===== src/rtl/btn_cond.sv =====
`timescale 1ns/1ps
// btn_cond -- push-button conditioner for the 24-hour clock front panel.
//
// Each raw button passes through a 2-FF synchronizer and then a sample-based
// debouncer. A debounced rising edge becomes a single-CLK pulse on MODE,
// SELECT or ADJUST. When several events fall in the same cycle, MODE wins
// over SELECT, and SELECT wins over ADJUST. The losing events are dropped.
//
// Optional feature, selected by the macro BTN_COND_AUTOREPEAT_EN:
//   When it is defined, ADJUST auto-repeats while the button is held. The
//   first repeat comes RPT_DLY samples after the press pulse, and further
//   repeats come every RPT_PER samples. When it is undefined, ADJUST gives
//   one pulse per press and RPT_DLY/RPT_PER are ignored.
//
// Parameters:
//   DB_CNT   consecutive differing samples needed to accept a level (2..15)
//   RPT_DLY  samples from the press pulse to the first repeat (2..255)
//   RPT_PER  samples between repeat pulses (1..255)
// Ports:
//   CLK                              system clock
//   RST                              asynchronous active-high reset
//   SMPEN                            one-CLK sample strobe from the prescaler
//   BTN_MODE, BTN_SELECT, BTN_ADJUST raw asynchronous active-high buttons
//   MODE, SELECT, ADJUST             registered one-CLK event pulses
module btn_cond #(
  parameter int DB_CNT  = 4,
  parameter int RPT_DLY = 16,
  parameter int RPT_PER = 4
) (
  input  logic CLK,
  input  logic RST,
  input  logic SMPEN,
  input  logic BTN_MODE,
  input  logic BTN_SELECT,
  input  logic BTN_ADJUST,
  output logic MODE,
  output logic SELECT,
  output logic ADJUST
);

  localparam int            CW      = $clog2(DB_CNT + 1);
  localparam logic [CW-1:0] DB_LAST = CW'(DB_CNT - 1);

  if (DB_CNT < 2 || DB_CNT > 15) begin : g_bad_db_cnt
    $error("btn_cond: DB_CNT must be within 2..15");
  end
  if (RPT_DLY < 2 || RPT_DLY > 255) begin : g_bad_rpt_dly
    $error("btn_cond: RPT_DLY must be within 2..255");
  end
  if (RPT_PER < 1 || RPT_PER > 255) begin : g_bad_rpt_per
    $error("btn_cond: RPT_PER must be within 1..255");
  end

  // Bit order in all per-button vectors: [0]=MODE, [1]=SELECT, [2]=ADJUST.
  logic [2:0] btn_raw;
  logic [2:0] sync_p0;
  logic [2:0] sync_p1;
  logic [2:0] stable_p2;
  logic [2:0] stable_nxt;
  logic [2:0] press;
  logic       adj_ev;
  logic       mode_win;
  logic       sel_win;
  logic       adj_win;

  assign btn_raw = {BTN_ADJUST, BTN_SELECT, BTN_MODE};

  // ---- stage p0/p1: two-flop synchronizer ----
  always_ff @(posedge CLK or posedge RST) begin
    if (RST) begin
      sync_p0 <= '0;
      sync_p1 <= '0;
    end else begin
      sync_p0 <= btn_raw;
      sync_p1 <= sync_p0;
    end
  end

  // ---- stage p2: debounce counter and stable level ----
  for (genvar i = 0; i < 3; i++) begin : g_db
    logic [CW-1:0] cnt;
    logic          stable;
    logic          accept;

    // The DB_CNT-th consecutive differing sample is accepted on this edge.
    // The press is decoded from the next stable value and not from the
    // registered one, so the output pulse lines up with the stable update.
    assign accept        = SMPEN && (sync_p1[i] != stable) && (cnt == DB_LAST);
    assign stable_nxt[i] = accept ? sync_p1[i] : stable;
    assign press[i]      = accept && sync_p1[i];
    assign stable_p2[i]  = stable;

    always_ff @(posedge CLK or posedge RST) begin
      if (RST) begin
        cnt    <= '0;
        stable <= 1'b0;
      end else if (SMPEN) begin
        if (sync_p1[i] == stable || accept) begin
          cnt <= '0;
        end else begin
          cnt <= cnt + CW'(1);
        end
        stable <= stable_nxt[i];
      end
    end
  end

`ifdef BTN_COND_AUTOREPEAT_EN
  typedef enum logic [1:0] {
    RPT_IDLE,
    RPT_DELAY,
    RPT_REPEAT
  } rpt_state_t;

  rpt_state_t rpt_state;
  logic [7:0] rpt_cnt;
  logic       rpt_fire;

  function automatic logic [7:0] sat_inc8(input logic [7:0] v);
    return (v == 8'hFF) ? v : v + 8'd1;
  endfunction

  // A repeat fires on the sample where the count would reach its target.
  // If the release is accepted on the same edge, the repeat is suppressed.
  always_comb begin
    rpt_fire = 1'b0;
    if (SMPEN && stable_nxt[2]) begin
      if (rpt_state == RPT_DELAY && sat_inc8(rpt_cnt) == 8'(RPT_DLY)) begin
        rpt_fire = 1'b1;
      end
      if (rpt_state == RPT_REPEAT && sat_inc8(rpt_cnt) == 8'(RPT_PER)) begin
        rpt_fire = 1'b1;
      end
    end
  end

  always_ff @(posedge CLK or posedge RST) begin
    if (RST) begin
      rpt_state <= RPT_IDLE;
      rpt_cnt   <= '0;
    end else if (!stable_nxt[2]) begin
      rpt_state <= RPT_IDLE;
      rpt_cnt   <= '0;
    end else begin
      case (rpt_state)
        RPT_IDLE: begin
          // A press that loses arbitration still starts the delay timer.
          if (press[2]) begin
            rpt_state <= RPT_DELAY;
            rpt_cnt   <= '0;
          end
        end
        RPT_DELAY: begin
          if (rpt_fire) begin
            rpt_state <= RPT_REPEAT;
            rpt_cnt   <= '0;
          end else if (SMPEN) begin
            rpt_cnt <= sat_inc8(rpt_cnt);
          end
        end
        RPT_REPEAT: begin
          if (rpt_fire) begin
            rpt_cnt <= '0;
          end else if (SMPEN) begin
            rpt_cnt <= sat_inc8(rpt_cnt);
          end
        end
        default: begin
          rpt_state <= RPT_IDLE;
          rpt_cnt   <= '0;
        end
      endcase
    end
  end

  assign adj_ev = press[2] | rpt_fire;
`else
  assign adj_ev = press[2];
`endif

  // Fixed priority. A lower-priority event that loses is dropped, not queued.
  assign mode_win = press[0];
  assign sel_win  = press[1] & ~press[0];
  assign adj_win  = adj_ev & ~press[0] & ~press[1];

  // ---- output register ----
  always_ff @(posedge CLK or posedge RST) begin
    if (RST) begin
      MODE   <= 1'b0;
      SELECT <= 1'b0;
      ADJUST <= 1'b0;
    end else begin
      MODE   <= mode_win;
      SELECT <= sel_win;
      ADJUST <= adj_win;
    end
  end

endmodule


===== config.mk =====
export PLATFORM = sky130hd
export DESIGN_NAME = btn_cond
export DESIGN_NICKNAME = d
export VERILOG_FILES = /design/src/rtl/btn_cond.sv
export SDC_FILE = /design/constraint.sdc
export NUM_CORES = 1
export LEC_CHECK = 0
export CORE_AREA = 2 2 45 47
export CTS_CLUSTER_DIAMETER = 30
export DETAILED_ROUTE_END_ITERATION = 8
export DIE_AREA = 0 0 47 49
export GPL_TIMING_DRIVEN = 1
export HOLD_SLACK_MARGIN = 0.05
export MAX_ROUTING_LAYER = met4
export PLACE_DENSITY = 0.68
export RECOVER_POWER = 25
export SYNTH_ARGS = -nofsm -noshare
export SYNTH_HDL_FRONTEND = slang
export SYNTH_SLANG_ARGS = --single-unit

===== constraint.sdc =====
create_clock -name CLK -period 1.6 [get_ports CLK]
set_clock_uncertainty 0.05 [all_clocks]
set_input_delay 0.32 -clock CLK [delete_from_list [all_inputs] [get_ports CLK]]
set_output_delay 0.32 -clock CLK [all_outputs]
set_load 0.005 [all_outputs]

==> reports/qor.csv <==
metric,value,unit
status,finished clean,
Crit. End Element,primary output,
Unique masters post-synth,17,
final worst-path cycle share,93.9,%
Setup TNS,0,ns
cts hold-fix bufs,0,
largest net degree at the start of global routing,20,
PD cells,1310,mW/mm2
Worst-Skew Late Latency,0.29,ns
CP startpoint kind,register,
Reg area,526,um2
post-synthesis simple-gate area fraction,11.5,%
Post-Route WL,1.25,mm
Arrival @ worst endpoint,1.13,ns
leading post-synthesis cells by cell area,"dfrtp_1 59%, ha_1 8.4%, o32ai_1 5.9%, inv_1 4.2%, nand2b_1 4.2%",
cts bufs inserted,3,
total number of vias,536,
ANT nets after route,0,
ys async rst share,100,%
Leak,0.472,nW
DRC violations left,0,
CP Buf/Inv Count,1,
Yosys top cell area share,58.8,%
post-synth top area cell,dfrtp_1,
vias in the first global route,576,
number of synthesized flops with an enable pin,0,
fin nets,95,
area occupied by multi-input gates,312,um2
post-synthesis area per instance,12.9,um2
top_reg_cell synth,dfrtp_1,
VDD IR max,0.842,mV
dpl cell area,0.00102,mm2
setup repair bufs after CTS,0,
mux cell area share after synthesis,3.78,%
minimum clock period,1.50,ns
fillers,169,
"Slew Viols, Final",0,
"CTS clk-pin slew, worst paths",0.10,ns
DR iter-0 viols,9,
fin cells,109,
Setup Crit Path Kind,register to primary output,
setup violators final,0,
hold crit path type,register to register,
Initial Util,48.5,%
DP HPWL,968,um
RSZ-0062 raised after global routing,false,
Die W,47,um
worst-path cell chain,clkdlybuf4s50_1,
I/O Buffers,8,
H-tree depth,1,
"Remaining Overflow, GRT",0,
post-synthesis adder-cell area fraction,8.40,%
most common cell in the synthesized netlist,dfrtp_1,
relative max-transition margin,78.6,%
post-synthesis xor/xnor area fraction,2.94,%
"FF+latch count, synth",21,
number of gates resized after cts,0,
Antenna Cells,0,
root buf cell,clkbuf_4,
Yosys warning count,0,
Via density,4.92,
FP Rows,16,
IO Count,9,
Worst-Margin Slew,0.321,ns
CTS tree,done,
Tot GR Track Use,14.4,%
fmax,665,MHz
Synth Net Count,81,
initial antenna violation count,0,
Fin. Hold Viols,0,
CP max stage cell,clkdlybuf4s50_1,
"delay-heaviest family, CP",buffers and inverters,
Commonest cells post-synth,"21 x dfrtp_1, 10 x inv_1, 6 x ha_1, 6 x nand2b_1, 6 x o32ai_1",
CP Max Fanout,1,
ratio of cells with drive above 1 in the final layout,13.4,%
Critical Path Max Stage Delay,0.49,ns
post-synthesis compound-gate area fraction,8.26,%
Avg WL per Cell,11.5,um
largest family of logic cells by synthesized area,simple AND/OR/NAND/NOR gates,
Post-Syn Instances,69,
die area,0.00230,mm2
Pre-antenna DRT Iters,4,
post-synthesis sequential area ratio,58.8,%
Max Root-Sink Buffers,2,
area of the core,0.00184,mm2
post-synth design cell area,893,um2
first-pass GRT wire length,2.33,mm
Die Span Y,49,um
layout overhead on the synthesized area,17.5,%
design area,0.00105,mm2
sink count of the clock tree,21,
max-cap violations,0,
GP Congestion,0.749,
dpl cells,105,
"Req. time, crit path",1.23,ns
layout by cell type (no fill, tap or decap), drive strengths merged:
cell,n
o22ai,1
nand2,4
mux2,3
o32ai,6
o31ai,2
nor4b,1
clkbuf,4
xnor2,3
inv,10
dlygate4sd3,3
buf,3
nand2b,6
and4b,1
nor2,1
or3b,1
nand4b,1
dfrtp,21
ha,6
clkdlybuf4s50,5
layout make-up:
class,instances,share of cell area [%]
Clock buffer,4,2.50
Sequential cell,21,50.1
Multi-Input combinational cell,36,29.7
Tap cell,27,3.22
Timing Repair Buffer,11,11.0
Inverter,10,3.58
layer usage:
| metal | up-vias | part of all wire, % | global-route usage, % |
|---|---|---|---|
| met5 | - | 0 | - |
| met4 | 0 | 1.1 | 6.94 |
| met3 | 2 | 3.5 | 2.22 |
| met2 | 9 | 48 | 22.1 |
| met1 | 262 | 47 | 18.1 |
| li1 | 263 | - | - |
power breakdown:
group          switching [mW]  total [mW]  internal, mW
clock                   0.142       0.239        0.0969
combinational           0.188       0.395         0.207
sequential             0.0817       0.743         0.662
final timing paths:
kind                                   endpoint                        from  slack [ns]  cells past startpoint
min in group asynchronous      SELECT$_DFF_PP0_                         RST        0.35                      2
min                        sync_p1[1]$_DFF_PP0_        sync_p0[1]$_DFF_PP0_        0.31                      0
max reg2reg                    ADJUST$_DFF_PP0_  g_db[0].cnt[0]$_DFFE_PP0P_        0.14                      4
max in group asynchronous      ADJUST$_DFF_PP0_                         RST        0.74                      3
max                                      SELECT            SELECT$_DFF_PP0_         0.1                      1
min reg2reg                sync_p1[1]$_DFF_PP0_        sync_p0[1]$_DFF_PP0_        0.31                      0
state kept, by name (all words and copies together), names as in the netlist:
register     cells
g_db.stable      3
ADJUST           1
g_db.cnt         9
sync_p1          3
sync_p0          3
SELECT           1
MODE             1
cells by family after synthesis:
family,after synthesis
mux,3
flops,21
compound gates,9
fa+ha+maj,6
simple gates,15
buf+inv,12
xor+xnor,3
through the flow:
stage          worst slack (ns)  hold slack, ns  total power, mW  utilization, %
4_1_cts                  0.0823           0.218             1.40            57.0
2_1_floorplan             0.252           0.247             1.05               -
3_3_place_gp             0.0245           0.282             1.12            55.6
5_1_grt                  0.0462           0.320             1.49            57.0
6_report                 0.0973           0.313             1.38            57.0
3_5_place_dp            0.00998           0.290             1.15            55.6
No activity file was read; power rests on OpenSTA's default activity.
